<file path="config.mk">
export PLATFORM = sky130hd
export DESIGN_NAME = dmem_arbiter
export DESIGN_NICKNAME = d
export VERILOG_FILES = /design/src/rtl/dmem_arbiter.sv
export SDC_FILE = /design/constraint.sdc
export NUM_CORES = 1
export LEC_CHECK = 0
export CELL_PAD_IN_SITES_DETAIL_PLACEMENT = 0
export CELL_PAD_IN_SITES_GLOBAL_PLACEMENT = 1
export CORE_MARGIN = 8
export CORE_UTILIZATION = 17
export DETAILED_ROUTE_END_ITERATION = 6
export GPL_TIMING_DRIVEN = 0
export HOLD_SLACK_MARGIN = 0.06
export PLACE_DENSITY = 0.78
export SLEW_MARGIN = 20
export SYNTH_ARGS = -nofsm -noshare
export SYNTH_HDL_FRONTEND = slang
export SYNTH_SLANG_ARGS = --single-unit
</file>
<file path="constraint.sdc">
create_clock -name clock -period 1.5 [get_ports clock]
set_input_delay 0.3 -clock clock [delete_from_list [all_inputs] [get_ports clock]]
set_output_delay 0.3 -clock clock [all_outputs]
set_load 0.05 [all_outputs]
</file>
<file path="src/rtl/dmem_arbiter.sv">
// Round-robin arbiter sharing one single-port data memory between the CPU data
// port (requester 0) and a loader/debug DMA port (requester 1).
module dmem_arbiter #(
  parameter int AW = 5
) (
  input  logic          clock,
  input  logic          resetn,
  input  logic          req0,
  input  logic          req1,
  input  logic          we0,
  input  logic          we1,
  input  logic [31:0]   addr0,
  input  logic [31:0]   addr1,
  input  logic [31:0]   wdata0,
  input  logic [31:0]   wdata1,
  output logic          gnt0,
  output logic          gnt1,
  output logic          done0,
  output logic          done1,
  output logic          err0,
  output logic          err1,
  output logic [31:0]   rdata0,
  output logic [31:0]   rdata1,
  output logic          mem_en,
  output logic          mem_we,
  output logic [AW-1:0] mem_addr,
  output logic [31:0]   mem_wdata,
  input  logic [31:0]   mem_rdata
);

  typedef enum logic [1:0] {
    S_IDLE,
    S_ISSUE,
    S_WAIT
  } state_t;

  state_t        state_q, state_d;
  logic          last_q, last_d;
  logic          owner_q, owner_d;
  logic          oor_q, oor_d;
  logic          we_q, we_d;
  logic [AW-1:0] addr_q, addr_d;
  logic [31:0]   wdata_q, wdata_d;

  logic          any_req;
  logic          win;
  logic          sel_we;
  logic [31:0]   sel_addr;
  logic [31:0]   sel_wdata;
  logic          unused_addr_bits;

  // A tie goes to whichever requester was not granted last.
  always_comb begin
    any_req   = req0 | req1;
    win       = (req0 && req1) ? ~last_q : req1;
    sel_we    = win ? we1 : we0;
    sel_addr  = win ? addr1 : addr0;
    sel_wdata = win ? wdata1 : wdata0;
  end

  assign unused_addr_bits = ^sel_addr[1:0];

  always_comb begin
    state_d = state_q;
    last_d  = last_q;
    owner_d = owner_q;
    oor_d   = oor_q;
    we_d    = we_q;
    addr_d  = addr_q;
    wdata_d = wdata_q;
    case (state_q)
      S_IDLE, S_WAIT: begin
        if (any_req) begin
          state_d = S_ISSUE;
          last_d  = win;
          owner_d = win;
          we_d    = sel_we;
          addr_d  = sel_addr[AW+1:2];
          wdata_d = sel_wdata;
          oor_d   = |sel_addr[31:AW+2];
        end else begin
          state_d = S_IDLE;
        end
      end
      S_ISSUE: state_d = S_WAIT;
      default: state_d = S_IDLE;
    endcase
  end

  always_ff @(posedge clock) begin
    if (!resetn) begin
      state_q <= S_IDLE;
      last_q  <= 1'b1;
      owner_q <= 1'b0;
      oor_q   <= 1'b0;
      we_q    <= 1'b0;
      addr_q  <= '0;
      wdata_q <= '0;
    end else begin
      state_q <= state_d;
      last_q  <= last_d;
      owner_q <= owner_d;
      oor_q   <= oor_d;
      we_q    <= we_d;
      addr_q  <= addr_d;
      wdata_q <= wdata_d;
    end
  end

  // The strobe is gated by resetn so a reset in ISSUE cannot let a write land.
  logic in_issue, in_wait, rd_ok;
  always_comb begin
    in_issue  = (state_q == S_ISSUE);
    in_wait   = (state_q == S_WAIT);
    rd_ok     = in_wait && !oor_q && !we_q;
    gnt0      = in_issue && !owner_q;
    gnt1      = in_issue && owner_q;
    mem_en    = in_issue && !oor_q && resetn;
    mem_we    = mem_en && we_q;
    mem_addr  = addr_q;
    mem_wdata = wdata_q;
    done0     = in_wait && !owner_q;
    done1     = in_wait && owner_q;
    err0      = done0 && oor_q;
    err1      = done1 && oor_q;
    rdata0    = (rd_ok && !owner_q) ? mem_rdata : 32'h0;
    rdata1    = (rd_ok && owner_q) ? mem_rdata : 32'h0;
  end

endmodule

</file>
==> key figures, run 1 <==
Cells and area
  • Area overhead of the layout relative to synthesis: 147.1%
  • Diodes inserted: 0
  • Nets: 746
  • Design area: 6484 sq um
  • Final core utilization: 42.81%
  • Non-filler cells in the finished layout: roughly 770
  • Share of cells above drive strength 1: roughly a third

Routing
  • Via density per instance: 4.241
  • DRT Pass-1 Iters: 4
  • WL final: approximately 14000 microns
  • Antenna viol nets, final: 0
  • DRT iter0 DRCs: 62
  • Routed vias: 3257
  • DRC viols: 0
  • DR WL/cell: 18.67 microns

Timing
  • Slew headroom: 64.61%
  • Max Clk Rate: 0.5072 GHz
  • Clock Skews: about 2.8 ps
  • Post-route setup TNS: -29220 ps
  • Slew Limit Fails: 0
  • Period utilization: 131.4%
  • Setup violations, final: 70
  • Endpoints failing hold: 0
  • Crit path time final: 1972 ps
  • RSZ-0062 raised after global routing: yes
  • Tightest Pin Transition: 533.0 ps
  • Final WS setup: -471.7 ps

Placement
  • RePlAce Congestion: 0.8928
  • Pre-CTS setup slack: -1014 ps
  • Area post-placement: about 5700 sq um
  • Hpwl dp: around 12000 microns
  • Placed Cells: 746
  • IO Port Bufs: 269

Synthesis
  • Synth warn: 0
  • Yosys cell types: 29
  • Main flop type after synthesis: dfxtp_1
  • Post-synth EDFFs: 0
  • Synth Cell Area: approximately 2600 sq um
  • Post-synthesis sequential area ratio: 32.81%
  • Synth top area share: 32.81%
  • Mapped Cells: 289
  • Most common cell in the synthesized netlist: and2_1
  • Syn Nets: 455
  • Most frequent cells after synthesis: and2_1 (57), dfxtp_1 (43), nand2_1 (42)
  • Top area cells in the synthesized netlist: dfxtp_1 (33%), mux2i_1 (14%), o211a_1 (14%)
  • Syn avg cell area: 9.079 sq um
  • Cell taking the most area after synthesis: dfxtp_1
  • Seq cells post-synth: 43
  • Post-synth ARST share: 0%

Floorplan
  • Core footprint: 15150 sq um
  • Num ports: 275
  • DIE AREA: 19670 sq um
  • Site Rows: between 40 and 50
  • Die height: 140.2 microns
  • Die X: about 140 microns
  • Initial Util: 17.32%

CTS
  • CTS tree: yes
  • CTS buffer count: 5
  • Post-CTS Hold Fix Bufs: 0
  • Clock sink count: 43
  • Worst-Skew Late Latency: 280 ps
  • Clock-pin slew of the registers on the worst-case setup and hold paths: 60 ps
  • Max Buffers Root-to-Sink: 2
  • H-tree Lvls: 2
  • CTS root buf: clkbuf_16

Setup path
  • Crit Path Category: reg2out
  • CP max FO: 8
  • Crit path largest cell delay: ~360 ps
  • CP max-delay cell: dfxtp_4
  • CP cell instances: inv_4 > and3_4 > nor3b_4 > buf_6 > clkbuf_8 > and2_4 > buf_8
  • CP Capture Type: output pin
  • Arr. time, crit path: 1670 ps
  • Startpoint types: flop
  • Req. time, crit path: around 1200 ps

GRT
  • Vias in the first global route: 3739
  • Antenna violations before repair: 0
  • Largest net degree at the start of global routing: 13
  • Remaining Overflow, GRT: 0
  • GR Util All Layers: 13.91%
  • First-pass GRT wire length: 21620 microns

Run
  • Max_cap viols: 0

Power
  • Worst VDD drop: 481.5 uV
  • PD cells: 632.4 nW/um^2
  • Leakage: slightly above 3 nW

Hold path
  • HP Class: in2reg

Outcome
  • Failing checks: setup timing
  • Outcome: finished, violations left
worst max-delay path: cells and delay by family (launching register included):
family / cells / cell delay (ps)
buf+inv: 4 / 520
simple gates: 3 / 500
flops: 1 / 360
per-stage QoR:
step	total power, mW	hold slack (ps)
after floorplan	2.190	497.2
after global placement	2.998	478.8
after detailed placement	3.015	486.7
after CTS	4.159	406.0
after global routing	4.310	441.1
final	4.100	392.7
sequential cells by signal, summed over array words and instances, names as in the netlist:
name       flops
last_q         1
mem_addr       5
mem_wdata     32
oor_q          1
owner_q        1
state_q        2
we_q           1
cells by family (layout without fill, tap and decap cells):
kind of cell | count (synthesis) | after routing | synth area share (%)
mux | 38 | 38 | 14.50
compound gates | 45 | 45 | 16.69
simple gates | 138 | 138 | 30.52
buf+inv | 25 | 316 | 5.484
flops | 43 | 43 | 32.81
per-layer routing:
layer  GRT usage [%]  up-vias  part of all wire [%]
met5               0        -                     0
li1                -     1594                     -
met1           14.23     1473                    37
met4           3.200        0                   1.2
met3           6.252       10                    12
met2           25.41      180                    50
worst paths after layout:
kind	start	to	slack, ps	cells past startpoint
max	state_q[0]	rdata1[14]	-470	7
min	resetn	state_q[0]	390	3
max reg2reg	last_q	mem_wdata[17]	90	6
min reg2reg	mem_wdata[0]	mem_wdata[0]	490	1
cell usage in the layout (no fill, tap or decap), drive strengths merged:
master	n
clkbuf	21
buf	95
and3	1
clkinv	1
nor3b	3
a21oi	1
nand2	42
clkdlybuf4s50	158
mux2i	38
a31o	1
o211a	38
nor2	4
dlygate4sd2	23
nor4	10
inv	2
nor3	3
nand4b	1
nand4	3
and2	69
o22ai	2
bufbuf	1
a21boi	2
clkdlybuf4s15	15
o21ai	1
dfxtp	43
nor2b	2
power breakdown:
part | total (mW) | internal [mW] | leakage (nW) | switching [mW]
registers | 1.33 | 1.26 | 0.360 | 0.0762
logic | 1.68 | 0.812 | 2.61 | 0.866
clock network | 1.09 | 0.650 | 0.0727 | 0.439
cell type report:
class                      count  area (sq um)
buffer                        23         226.5
clock buffer                   6         138.9
clock inverter                 1         5.005
fill                        1449          8662
inverter                       2         10.01
multi-input combinational    221          1800
sequential                    43         869.6
tap                          188         235.2
timing repair buffer         284          3198
timing repair:
item,CTS,global route
gates cloned,5,0
pin swaps,4,1
gates resized for setup,624,34
endpoints found under the setup margin,149,108
setup buffers,9,2
Power figures use the tool's default switching activity.
==> run 2: changes to the inputs <==
--- a/config.mk
+++ b/config.mk
@@ -12,6 +12,7 @@
 export DETAILED_ROUTE_END_ITERATION = 6
 export GPL_TIMING_DRIVEN = 0
 export HOLD_SLACK_MARGIN = 0.06
+export MAX_ROUTING_LAYER = met4
 export PLACE_DENSITY = 0.78
 export SLEW_MARGIN = 20
 export SYNTH_ARGS = -nofsm -noshare
==> run 2 against run 1 <==
Compared with the run above: the run still ends with setup timing left; sequential power hardly changed; die area stayed put; core utilization is 0.18 points higher; largest cell class unchanged; sequential share of layout area hardly changed.
==> key figures, run 2 (same netlist as run 1, synthesis figures left out) <==
Cells and area
  • Nets: 748 (+0.27%)
  • Commonest cells after routing, fill and taps aside: clkdlybuf4s50_1 (158), buf_8 (74), and2_4 (65), nand2_1 (42), dfxtp_1 (39)
  • Diodes inserted: 0 (unchanged)
  • Max FFs per register: 32 (unchanged)
  • Non-filler cells in the finished layout: 771 (+0.39%)
  • Commonest non-fill, non-tap cell in the layout: clkdlybuf4s50_1
  • Share of cells above drive strength 1: 34.48% (+1.0 points)
  • Area overhead of the layout relative to synthesis: 148.2%

Timing
  • Slew Limit Fails: 0 (unchanged)
  • Slew headroom: 64.19% (-0.41 points)
  • Max Clk Rate: 0.5046 GHz (-0.51%)
  • Tightest Pin Transition: 539.2 ps (+6.205 ps)
  • Crit path time final: 1982 ps (+10.09 ps)
  • Endpoints failing hold: 0 (unchanged)
  • RSZ-0062 raised after global routing: yes
  • Worst Hold Slack: 388.4 ps (-4.307 ps)
  • Final WS setup: -481.8 ps (-10.09 ps)
  • Setup violations, final: 68 (-2.9%)
  • Clock Skews: 3.069 ps (+0.2928 ps)
  • Period utilization: 132.1% (+0.67 points)

GRT
  • GR Util All Layers: 14.03% (+0.12 points)
  • Antenna violations before repair: 0 (unchanged)
  • Vias in the first global route: 3715 (-0.64%)
  • First-pass GRT wire length: 21250 microns (-1.7%)
  • Remaining Overflow, GRT: 0 (unchanged)
  • Largest net degree at the start of global routing: 14 (+1)

Placement
  • Hpwl dp: 11650 microns (-0.40%)
  • RePlAce Congestion: 0.9093 (+1.8%)
  • IO Port Bufs: 269 (unchanged)
  • Placed Cells: 746 (unchanged)

CTS
  • Clock sink count: 43 (unchanged)
  • CTS buffer count: 5 (unchanged)
  • CTS tree: yes
  • Post-CTS Hold Fix Bufs: 0 (unchanged)
  • Max Buffers Root-to-Sink: 2 (unchanged)
  • H-tree Lvls: 2 (unchanged)
  • Worst-Skew Late Latency: 280 ps (about the same)
  • Clock-pin slew of the registers on the worst-case setup and hold paths: 60 ps (about the same)
  • CTS root buf: clkbuf_16

Run
  • Max_cap viols: 0 (unchanged)

Floorplan
  • Num ports: 275 (unchanged)
  • Core footprint: 15150 sq um (unchanged)
  • Die height: 140.2 microns (unchanged)
  • Die X: 140.2 microns (unchanged)
  • Site Rows: 45 (unchanged)
  • DIE AREA: 19670 sq um (unchanged)
  • Initial Util: 17.32% (unchanged)

Setup path
  • CP max FO: 6 (-2)
  • Crit Path Category: reg2out
  • Req. time, crit path: 1200 ps (about the same)
  • Startpoint types: flop
  • Arr. time, crit path: 1680 ps (about the same)
  • CP Capture Type: output pin

Routing
  • Via density per instance: 4.279 (+0.90%)
  • DRT iter0 DRCs: 55 (-11%)
  • DRC viols: 0 (unchanged)
  • Routed vias: 3299 (+1.3%)
  • DRT Pass-1 Iters: 4 (unchanged)
  • DR WL/cell: 18.36 microns (-1.7%)
  • WL final: 14150 microns (-1.3%)
  • Antenna viol nets, final: 0 (unchanged)

Power
  • PD cells: 642.9 nW/um^2 (+1.7%)
  • Leakage: 3.036 nW (-0.21%)
  • Worst VDD drop: 645.2 uV (+34%)

Outcome
  • Outcome: finished, violations left
  • Failing checks: setup timing

Hold path
  • HP Class: in2reg
[run 2: report_power, final]
group	switching (mW)	internal (mW)	leakage [nW]
registers	0.0782	1.26	0.360
clock network	0.461	0.708	0.0761
logic	0.867	0.814	2.60
[run 2: layer usage]
layer	vias to the layer above	share of wire (%)	GRT usage (%)
li1	1604	-	-
met1	1504	39	15.06
met5	-	0	-
met4	0	0.85	2.629
met2	182	50	25.03
met3	9	10	4.451
[run 2: area by class of cell]
| class | count | area [sq um] |
|---|---|---|
| clock buffers | 7 | 152.6 |
| inverters | 2 | 7.507 |
| plain buffers | 22 | 207.7 |
| fillers | 1442 | 8635 |
| repair buffers | 287 | 3216 |
| clock inverters | 1 | 7.507 |
| flip-flops and latches | 43 | 870.8 |
| well taps | 188 | 235.2 |
| multi-input cells | 221 | 1814 |
[run 2: worst max-delay path: stages (launching register included)]
cell	delay, ps
dfxtp_4	360
nor3b_4	200
nor3b_4	230
buf_6	180
buf_8	120
and2_4	150
buf_8	140
[run 2: path summary, 6_finish.rpt]
| kind | start | to | slack, ps | depth (start not counted) |
|---|---|---|---|---|
| min | resetn | owner_q | 390 | 2 |
| min reg2reg | mem_addr[2] | mem_addr[2] | 490 | 1 |
| max | owner_q | rdata0[10] | -480 | 6 |
| max reg2reg | last_q | mem_wdata[9] | 100 | 6 |
[run 2: stage by stage]
stage / util [%] / cell area [sq um] / TNS [ps] / setup slack [ps] / power [mW]
finish: 42.99 / 6511 / -28870 / -481.8 / 4.186
global route: 42.99 / 6511 / -33260 / -536.9 / 4.395
CTS: 42.16 / 6385 / -29830 / -482.1 / 4.232
detailed placement: 37.96 / 5749 / -83760 / -1001 / 3.013
global placement: 37.96 / 5749 / -81180 / -978.3 / 2.999
floorplan: - / 2821 / -21510 / -446.2 / 2.190
[run 2: timing repair]
| item | CTS | global route |
|---|---|---|
| pin swaps | 4 | 3 |
| setup endpoints to repair | 149 | 94 |
| gates resized for setup | 616 | 53 |
| cloned | 5 | 1 |
| buffers inserted | 10 | 3 |
==> run 3: changes to the inputs <==
--- a/config.mk
+++ b/config.mk
@@ -11,7 +11,7 @@
 export CORE_UTILIZATION = 17
 export DETAILED_ROUTE_END_ITERATION = 6
 export GPL_TIMING_DRIVEN = 0
-export HOLD_SLACK_MARGIN = 0.06
+export HOLD_SLACK_MARGIN = 0.05
 export MAX_ROUTING_LAYER = met4
 export PLACE_DENSITY = 0.78
 export SLEW_MARGIN = 20
==> results of run 3 <==
No change in the layout: final DEF, timing and power equal those of run 2.
